[config.mk]
export PLATFORM = sky130hd
export DESIGN_NAME = axi_single_beat_adapter
export DESIGN_NICKNAME = d
export VERILOG_FILES = /design/src/rtl/axi_single_beat_adapter.sv
export SDC_FILE = /design/constraint.sdc
export NUM_CORES = 1
export LEC_CHECK = 0
export ABC_CLOCK_PERIOD_IN_PS = 4100
export CAP_MARGIN = 20
export CORE_AREA = 10 10 196 198
export CTS_CLUSTER_DIAMETER = 200
export CTS_CLUSTER_SIZE = 14
export DETAILED_ROUTE_END_ITERATION = 7
export DIE_AREA = 0 0 206 208
export PLACE_DENSITY = 0.63
export SLEW_MARGIN = 20
export SYNTH_ARGS = -nofsm -noshare
export SYNTH_HDL_FRONTEND = slang
export SYNTH_SLANG_ARGS = --single-unit
[constraint.sdc]
create_clock -name clk_i -period 4.1 [get_ports clk_i]
set_clock_uncertainty 0.05 [all_clocks]
set_input_delay 0.82 -clock clk_i [delete_from_list [all_inputs] [get_ports clk_i]]
set_output_delay 0.82 -clock clk_i [all_outputs]
set_load 0.01 [all_outputs]
[src/rtl/axi_single_beat_adapter.sv]
// Request/grant to AXI4 bridge: single-beat bursts, one transaction in flight.
// Carries the AXI type packages it needs so the block stands alone.

package axi_pkg;
   typedef logic [2:0] size_t;
   typedef logic [1:0] burst_t;
   typedef logic [1:0] resp_t;
   localparam burst_t BURST_INCR  = 2'b01;
   localparam resp_t  RESP_OKAY   = 2'b00;
   localparam resp_t  RESP_EXOKAY = 2'b01;
   localparam resp_t  RESP_SLVERR = 2'b10;
   localparam resp_t  RESP_DECERR = 2'b11;
endpackage

package ariane_axi;
   localparam int IdWidth   = 4;
   localparam int AddrWidth = 48;
   localparam int DataWidth = 64;
   localparam int StrbWidth = 8;
   localparam int UserWidth = 1;

   typedef logic [IdWidth-1:0]   id_t;
   typedef logic [AddrWidth-1:0] addr_t;
   typedef logic [DataWidth-1:0] data_t;
   typedef logic [StrbWidth-1:0] strb_t;
   typedef logic [UserWidth-1:0] user_t;

   typedef struct packed {
      id_t             id;
      addr_t           addr;
      logic [7:0]      len;
      axi_pkg::size_t  size;
      axi_pkg::burst_t burst;
      logic            lock;
      logic [3:0]      cache;
      logic [2:0]      prot;
      logic [3:0]      qos;
      logic [3:0]      region;
      logic [5:0]      atop;
      user_t           user;
   } aw_chan_t;

   typedef struct packed {
      id_t             id;
      addr_t           addr;
      logic [7:0]      len;
      axi_pkg::size_t  size;
      axi_pkg::burst_t burst;
      logic            lock;
      logic [3:0]      cache;
      logic [2:0]      prot;
      logic [3:0]      qos;
      logic [3:0]      region;
      user_t           user;
   } ar_chan_t;

   typedef struct packed {
      data_t data;
      strb_t strb;
      logic  last;
      user_t user;
   } w_chan_t;

   typedef struct packed {
      id_t            id;
      axi_pkg::resp_t resp;
      user_t          user;
   } b_chan_t;

   typedef struct packed {
      id_t            id;
      data_t          data;
      axi_pkg::resp_t resp;
      logic           last;
      user_t          user;
   } r_chan_t;

   typedef struct packed {
      aw_chan_t aw;
      logic     aw_valid;
      w_chan_t  w;
      logic     w_valid;
      logic     b_ready;
      ar_chan_t ar;
      logic     ar_valid;
      logic     r_ready;
   } req_t;

   typedef struct packed {
      logic    aw_ready;
      logic    ar_ready;
      logic    w_ready;
      logic    b_valid;
      b_chan_t b;
      logic    r_valid;
      r_chan_t r;
   } resp_t;
endpackage

module axi_single_beat_adapter #(
   parameter logic [ariane_axi::IdWidth-1:0] AXI_ID    = 4'b0000,
   parameter logic [3:0]                     AXI_CACHE = 4'b0010
) (
   input  logic               clk_i,
   input  logic               rst_i,
   input  logic               req_i,
   input  logic               we_i,
   input  logic [47:0]        addr_i,
   input  logic [63:0]        wdata_i,
   input  logic [7:0]         be_i,
   input  logic [2:0]         size_i,
   output logic               gnt_o,
   output logic               valid_o,
   output logic [63:0]        rdata_o,
   output logic               err_o,
   output ariane_axi::req_t   axi_req_o,
   input  ariane_axi::resp_t  axi_resp_i
);

   typedef enum logic [2:0] {
      IDLE   = 3'd0,
      WR     = 3'd1,
      WAIT_B = 3'd2,
      RD     = 3'd3,
      WAIT_R = 3'd4
   } state_t;

   state_t       state_r;
   logic         aw_pending_r;
   logic         w_pending_r;
   logic         we_r;
   logic [47:0]  addr_r;
   logic [63:0]  wdata_r;
   logic [7:0]   be_r;
   logic [2:0]   size_r;
   logic         valid_r;
   logic         err_r;
   logic [63:0]  rdata_r;

   logic         aw_valid_s;
   logic         w_valid_s;
   logic         ar_valid_s;
   logic         aw_done_s;
   logic         w_done_s;
   logic         unused_s;

   assign gnt_o   = (state_r == IDLE) & req_i;
   assign valid_o = valid_r;
   assign err_o   = err_r;
   assign rdata_o = rdata_r;

   assign aw_valid_s = (state_r == WR) & we_r & aw_pending_r;
   assign w_valid_s  = (state_r == WR) & we_r & w_pending_r;
   assign ar_valid_s = (state_r == RD) & ~we_r;

   // A write channel is done once its flag is clear or it handshakes this cycle.
   assign aw_done_s = ~aw_pending_r | (aw_valid_s & axi_resp_i.aw_ready);
   assign w_done_s  = ~w_pending_r  | (w_valid_s  & axi_resp_i.w_ready);

   assign unused_s = ^{axi_resp_i.b.id, axi_resp_i.b.user, axi_resp_i.b.resp[0],
                       axi_resp_i.r.id, axi_resp_i.r.user, axi_resp_i.r.resp[0]};

   // AXI request: payload only from holding regs, fixed single-beat attributes.
   always_comb begin
      axi_req_o           = '0;
      axi_req_o.aw.id     = AXI_ID;
      axi_req_o.aw.addr   = addr_r;
      axi_req_o.aw.len    = 8'd0;
      axi_req_o.aw.size   = size_r;
      axi_req_o.aw.burst  = axi_pkg::BURST_INCR;
      axi_req_o.aw.cache  = AXI_CACHE;
      axi_req_o.aw_valid  = aw_valid_s;
      axi_req_o.w.data    = wdata_r;
      axi_req_o.w.strb    = be_r;
      axi_req_o.w.last    = 1'b1;
      axi_req_o.w_valid   = w_valid_s;
      axi_req_o.b_ready   = (state_r == WAIT_B);
      axi_req_o.ar.id     = AXI_ID;
      axi_req_o.ar.addr   = addr_r;
      axi_req_o.ar.len    = 8'd0;
      axi_req_o.ar.size   = size_r;
      axi_req_o.ar.burst  = axi_pkg::BURST_INCR;
      axi_req_o.ar.cache  = AXI_CACHE;
      axi_req_o.ar_valid  = ar_valid_s;
      axi_req_o.r_ready   = (state_r == WAIT_R);
   end

   // Transaction FSM, holding registers and registered completion outputs.
   always_ff @(posedge clk_i) begin
      if (rst_i) begin
         state_r      <= IDLE;
         aw_pending_r <= 1'b0;
         w_pending_r  <= 1'b0;
         we_r         <= 1'b0;
         addr_r       <= 48'd0;
         wdata_r      <= 64'd0;
         be_r         <= 8'd0;
         size_r       <= 3'd0;
         valid_r      <= 1'b0;
         err_r        <= 1'b0;
         rdata_r      <= 64'd0;
      end else begin
         valid_r <= 1'b0;
         err_r   <= 1'b0;
         case (state_r)
            IDLE: begin
               if (req_i) begin
                  we_r    <= we_i;
                  addr_r  <= addr_i;
                  wdata_r <= wdata_i;
                  be_r    <= be_i;
                  size_r  <= size_i;
                  if (we_i) begin
                     state_r      <= WR;
                     aw_pending_r <= 1'b1;
                     w_pending_r  <= 1'b1;
                  end else begin
                     state_r <= RD;
                  end
               end
            end
            WR: begin
               if (aw_done_s) aw_pending_r <= 1'b0;
               if (w_done_s)  w_pending_r  <= 1'b0;
               if (aw_done_s && w_done_s) state_r <= WAIT_B;
            end
            WAIT_B: begin
               if (axi_resp_i.b_valid) begin
                  valid_r <= 1'b1;
                  err_r   <= axi_resp_i.b.resp[1];
                  state_r <= IDLE;
               end
            end
            RD: begin
               if (axi_resp_i.ar_ready) state_r <= WAIT_R;
            end
            WAIT_R: begin
               if (axi_resp_i.r_valid) begin
                  valid_r <= 1'b1;
                  rdata_r <= axi_resp_i.r.data;
                  // A missing last on a single-beat read is a protocol error.
                  err_r   <= axi_resp_i.r.resp[1] | ~axi_resp_i.r.last;
                  state_r <= IDLE;
               end
            end
            default: begin
               state_r      <= IDLE;
               aw_pending_r <= 1'b0;
               w_pending_r  <= 1'b0;
            end
         endcase
      end
   end

endmodule

==> flow_metrics.tcl <==
set metrics [dict create \
    hold_ws_ns 0.404 \
    clockRootBuffer "clkbuf_16" \
    ys_seq_area_share_pct 49.9 \
    outcome "finished clean" \
    worstReg2RegEnd "wdata_r[45]" \
    grt_max_degree 125 \
    layout_commonest_cell "clkdlybuf4s50_1" \
    synth_cell_types 31 \
    core_sq_um 34400 \
    avgSynthCellArea_sq_um 7.87 \
    synthesis.instances 994 \
    drc_errors 0 \
    grt_pass1_vias 7251 \
    ys_top_cells_by_area "dfxtp_1 50%, nand2_1 18%, a21oi_1 12%, buf_4 12%, clkbuf_1 1.5%" \
    fin_crit_ns 3.05 \
    switching_share_pct 32.6 \
    hpwl_um 23300 \
    wl_met2_um 15200 \
    clkTransAtPathRegs_ns 0.06 \
    grt_pass1_wl_um 44100 \
    fp.dieW_um 206 \
    crit_slowest_cell "clkdlybuf4s50_1" \
    routed_wl_um 30400 \
    antennaDiodeCount 0 \
    io_pins 527 \
    critPathBufInv 3 \
    nNetsFinal 1557 \
    globalRouteOverflowTotal 0 \
    port_buffers 444 \
    hp-start "wdata_r[58]" \
    cts_tree "yes" \
    start_util_pct 22.8 \
    dp_cells 1782 \
    reg2reg_depth 6 \
    grt_use_total_pct 13.3 \
    syn_to_final_growth_pct 60.2 \
    h-tree-depth 4 \
    vias_per_cell 4.09 \
    slew_violations 0 \
    post_cts_buffers 0 \
    path_delay_family "buffers and inverters" \
    final_antenna_net_count 0 \
    crit_fanout 3 \
    post_cts_resized 0 \
    final-hold-violation-count 0 \
    worstHoldEndpoint "wdata_r[58]" \
    cts_buffer_depth 2 \
    power.density_cell_area_nw_per_um2 485 \
    critPathCaptureType "output pin" \
    place_congestion 0.765 \
    p_clk_share_pct 29.2 \
    finalNonFillerCells 1814 \
    insertion_delay_ns 0.44 \
    cp_cell_sequence "clkdlybuf4s50_1, nand2_4, inv_4, clkdlybuf4s50_1" \
    wl_met1_um 11600 \
    crit_top_cell "clkdlybuf4s50_1" \
    num_rows 68 \
    power_leakage_nw 4.49 \
    p_sw_mw 1.98 \
    antenna_found_initial 0 \
    post-route-period-util_pct 74.4 \
    crit_required_ns 3.23 \
    drtIter0Drc 304 \
    setup_viol 0 \
    final_cell_mix "443 x clkdlybuf4s50_1, 381 x nand2_1, 195 x dfxtp_1" \
    timing.rr.start "state_r[2]" \
    dieHeight_um 208 \
    hp-class "register to register" \
    synth_top_cell_by_area "dfxtp_1" \
    power_frac_seq_pct 38.4 \
    r2r_slack_ns 1.63 \
    critPathLaunchType "input port" \
    critPathKind "input port to output pin" \
    ys_warn_count 0 \
    critPathMaxStageDelay_ns 0.63 \
    cts_buffers 17 \
    drive_gt1_share_pct 3.53 \
    pwr-share-comb_pct 32.4 \
    fin_tns_setup_ns 0 \
    max_slew.worst_pin.slew_ns 1.00 \
    dieArea_sq_um 42800 \
    dp_slack_ns 0.923 \
    max-cap-violations 0 \
    yosysTopAreaCellShare_pct 49.9 \
    wl_met3_um 3390 \
    num_vias 7425 \
    drtPass1Iterations 5 \
    max_freq_mhz 328 \
    ctsHoldBuffers 0 \
    rsz0062_at_grt "no" \
    min_path_cells 2 \
    relSlewSlack_pct 33.3 \
    critPathArrivalTime_ns 2.18 \
    highest_layer "met4" \
    ir_drop_mv 0.286 \
    power.internal_mw 4.10 \
    synth-seq-cells 195 \
    finalWorstSetupSlack_ns 1.05 \
    synth_area_sq_um 7820 \
    wl_per_cell_um 16.8 \
    cts.sinks 195 \
]
[layer usage]
metal	up-vias	global-route usage [%]
met5	-	0
met4	0	2.94
met3	11	6.68
met2	310	23.3
met1	3419	13.8
li1	3685	-
[power groups by stage]
stage                     clock [mW]  sequential (mW)  combinational [mW]
after floorplan                    0             2.45                1.01
after global placement             0             2.37                2.00
after detailed placement           0             2.38                2.01
after CTS                       1.86             2.34                2.01
after global routing            1.94             2.37                2.15
final                           1.78             2.34                1.97
[cell families (layout without fill, tap and decap cells)]
group                  Yosys count  after routing  share of synthesized area [%]
and+or+nand+nor                406            406                           20.3
other                            2             70                         0.0960
muxes                            4              4                          0.528
buffers and inverters          190            487                           16.4
DFF                            195            195                           49.9
AOI/OAI and AO/OA              197            197                           12.8
[tightest hold or removal path: cells and delay by family (launching register included)]
kind	cells	cell delay [ns]
flops	1	0.31
compound gates	1	0.05
simple gates	1	0.05
[sequential cells by signal, summed over array words and instances, names as in the netlist]
name          flops
valid_o           1
w_pending_r       1
err_o             1
aw_pending_r      1
size_r            3
rdata_o          64
we_r              1
wdata_r          64
be_r              8
addr_r           48
state_r           3
[worst max path at each step]
stage / depth (start not counted) / start / slack (ns) / to
after detailed placement: 6 / req_i / 0.92 / addr_r[33]
final: 4 / req_i / 1.05 / gnt_o
after floorplan: 3 / req_i / 2.03 / gnt_o
after global placement: 6 / req_i / 0.93 / wdata_r[20]
after CTS: 4 / req_i / 0.98 / gnt_o
after global routing: 3 / state_r[2] / 0.86 / axi_req_o[85]
[synthesized netlist by cell type (all sizes together)]
library cell	n
nand2	382
dfxtp	195
a21oi	193
buf	156
clkbuf	31
nor2	7
inv	3
mux2i	3
a311oi	2
and2	2
and4	2
conb	2
nand2b	2
nand3	2
nand3b	2
nand4	2
nor3	2
and3	1
mux2	1
nor2b	1
nor3b	1
o2111ai	1
o21ai	1
[cell type report]
class                      count  area (sq um)
fill                        3555         21800
timing repair buffer         452          4530
sequential                   195          3900
multi-input combinational    677          2900
tap                          455           569
clock buffer                  19           443
clock inverter                13           173
inverter                       3          13.8
[metrics by stage]
stage	util, %	power, mW	instance area [sq um]
floorplan	-	3.46	8080
global placement	34.7	4.37	11900
detailed placement	34.7	4.39	11900
CTS	36.5	6.21	12500
global route	36.5	6.46	12500
finish	36.5	6.08	12500
Power figures use the tool's default switching activity.
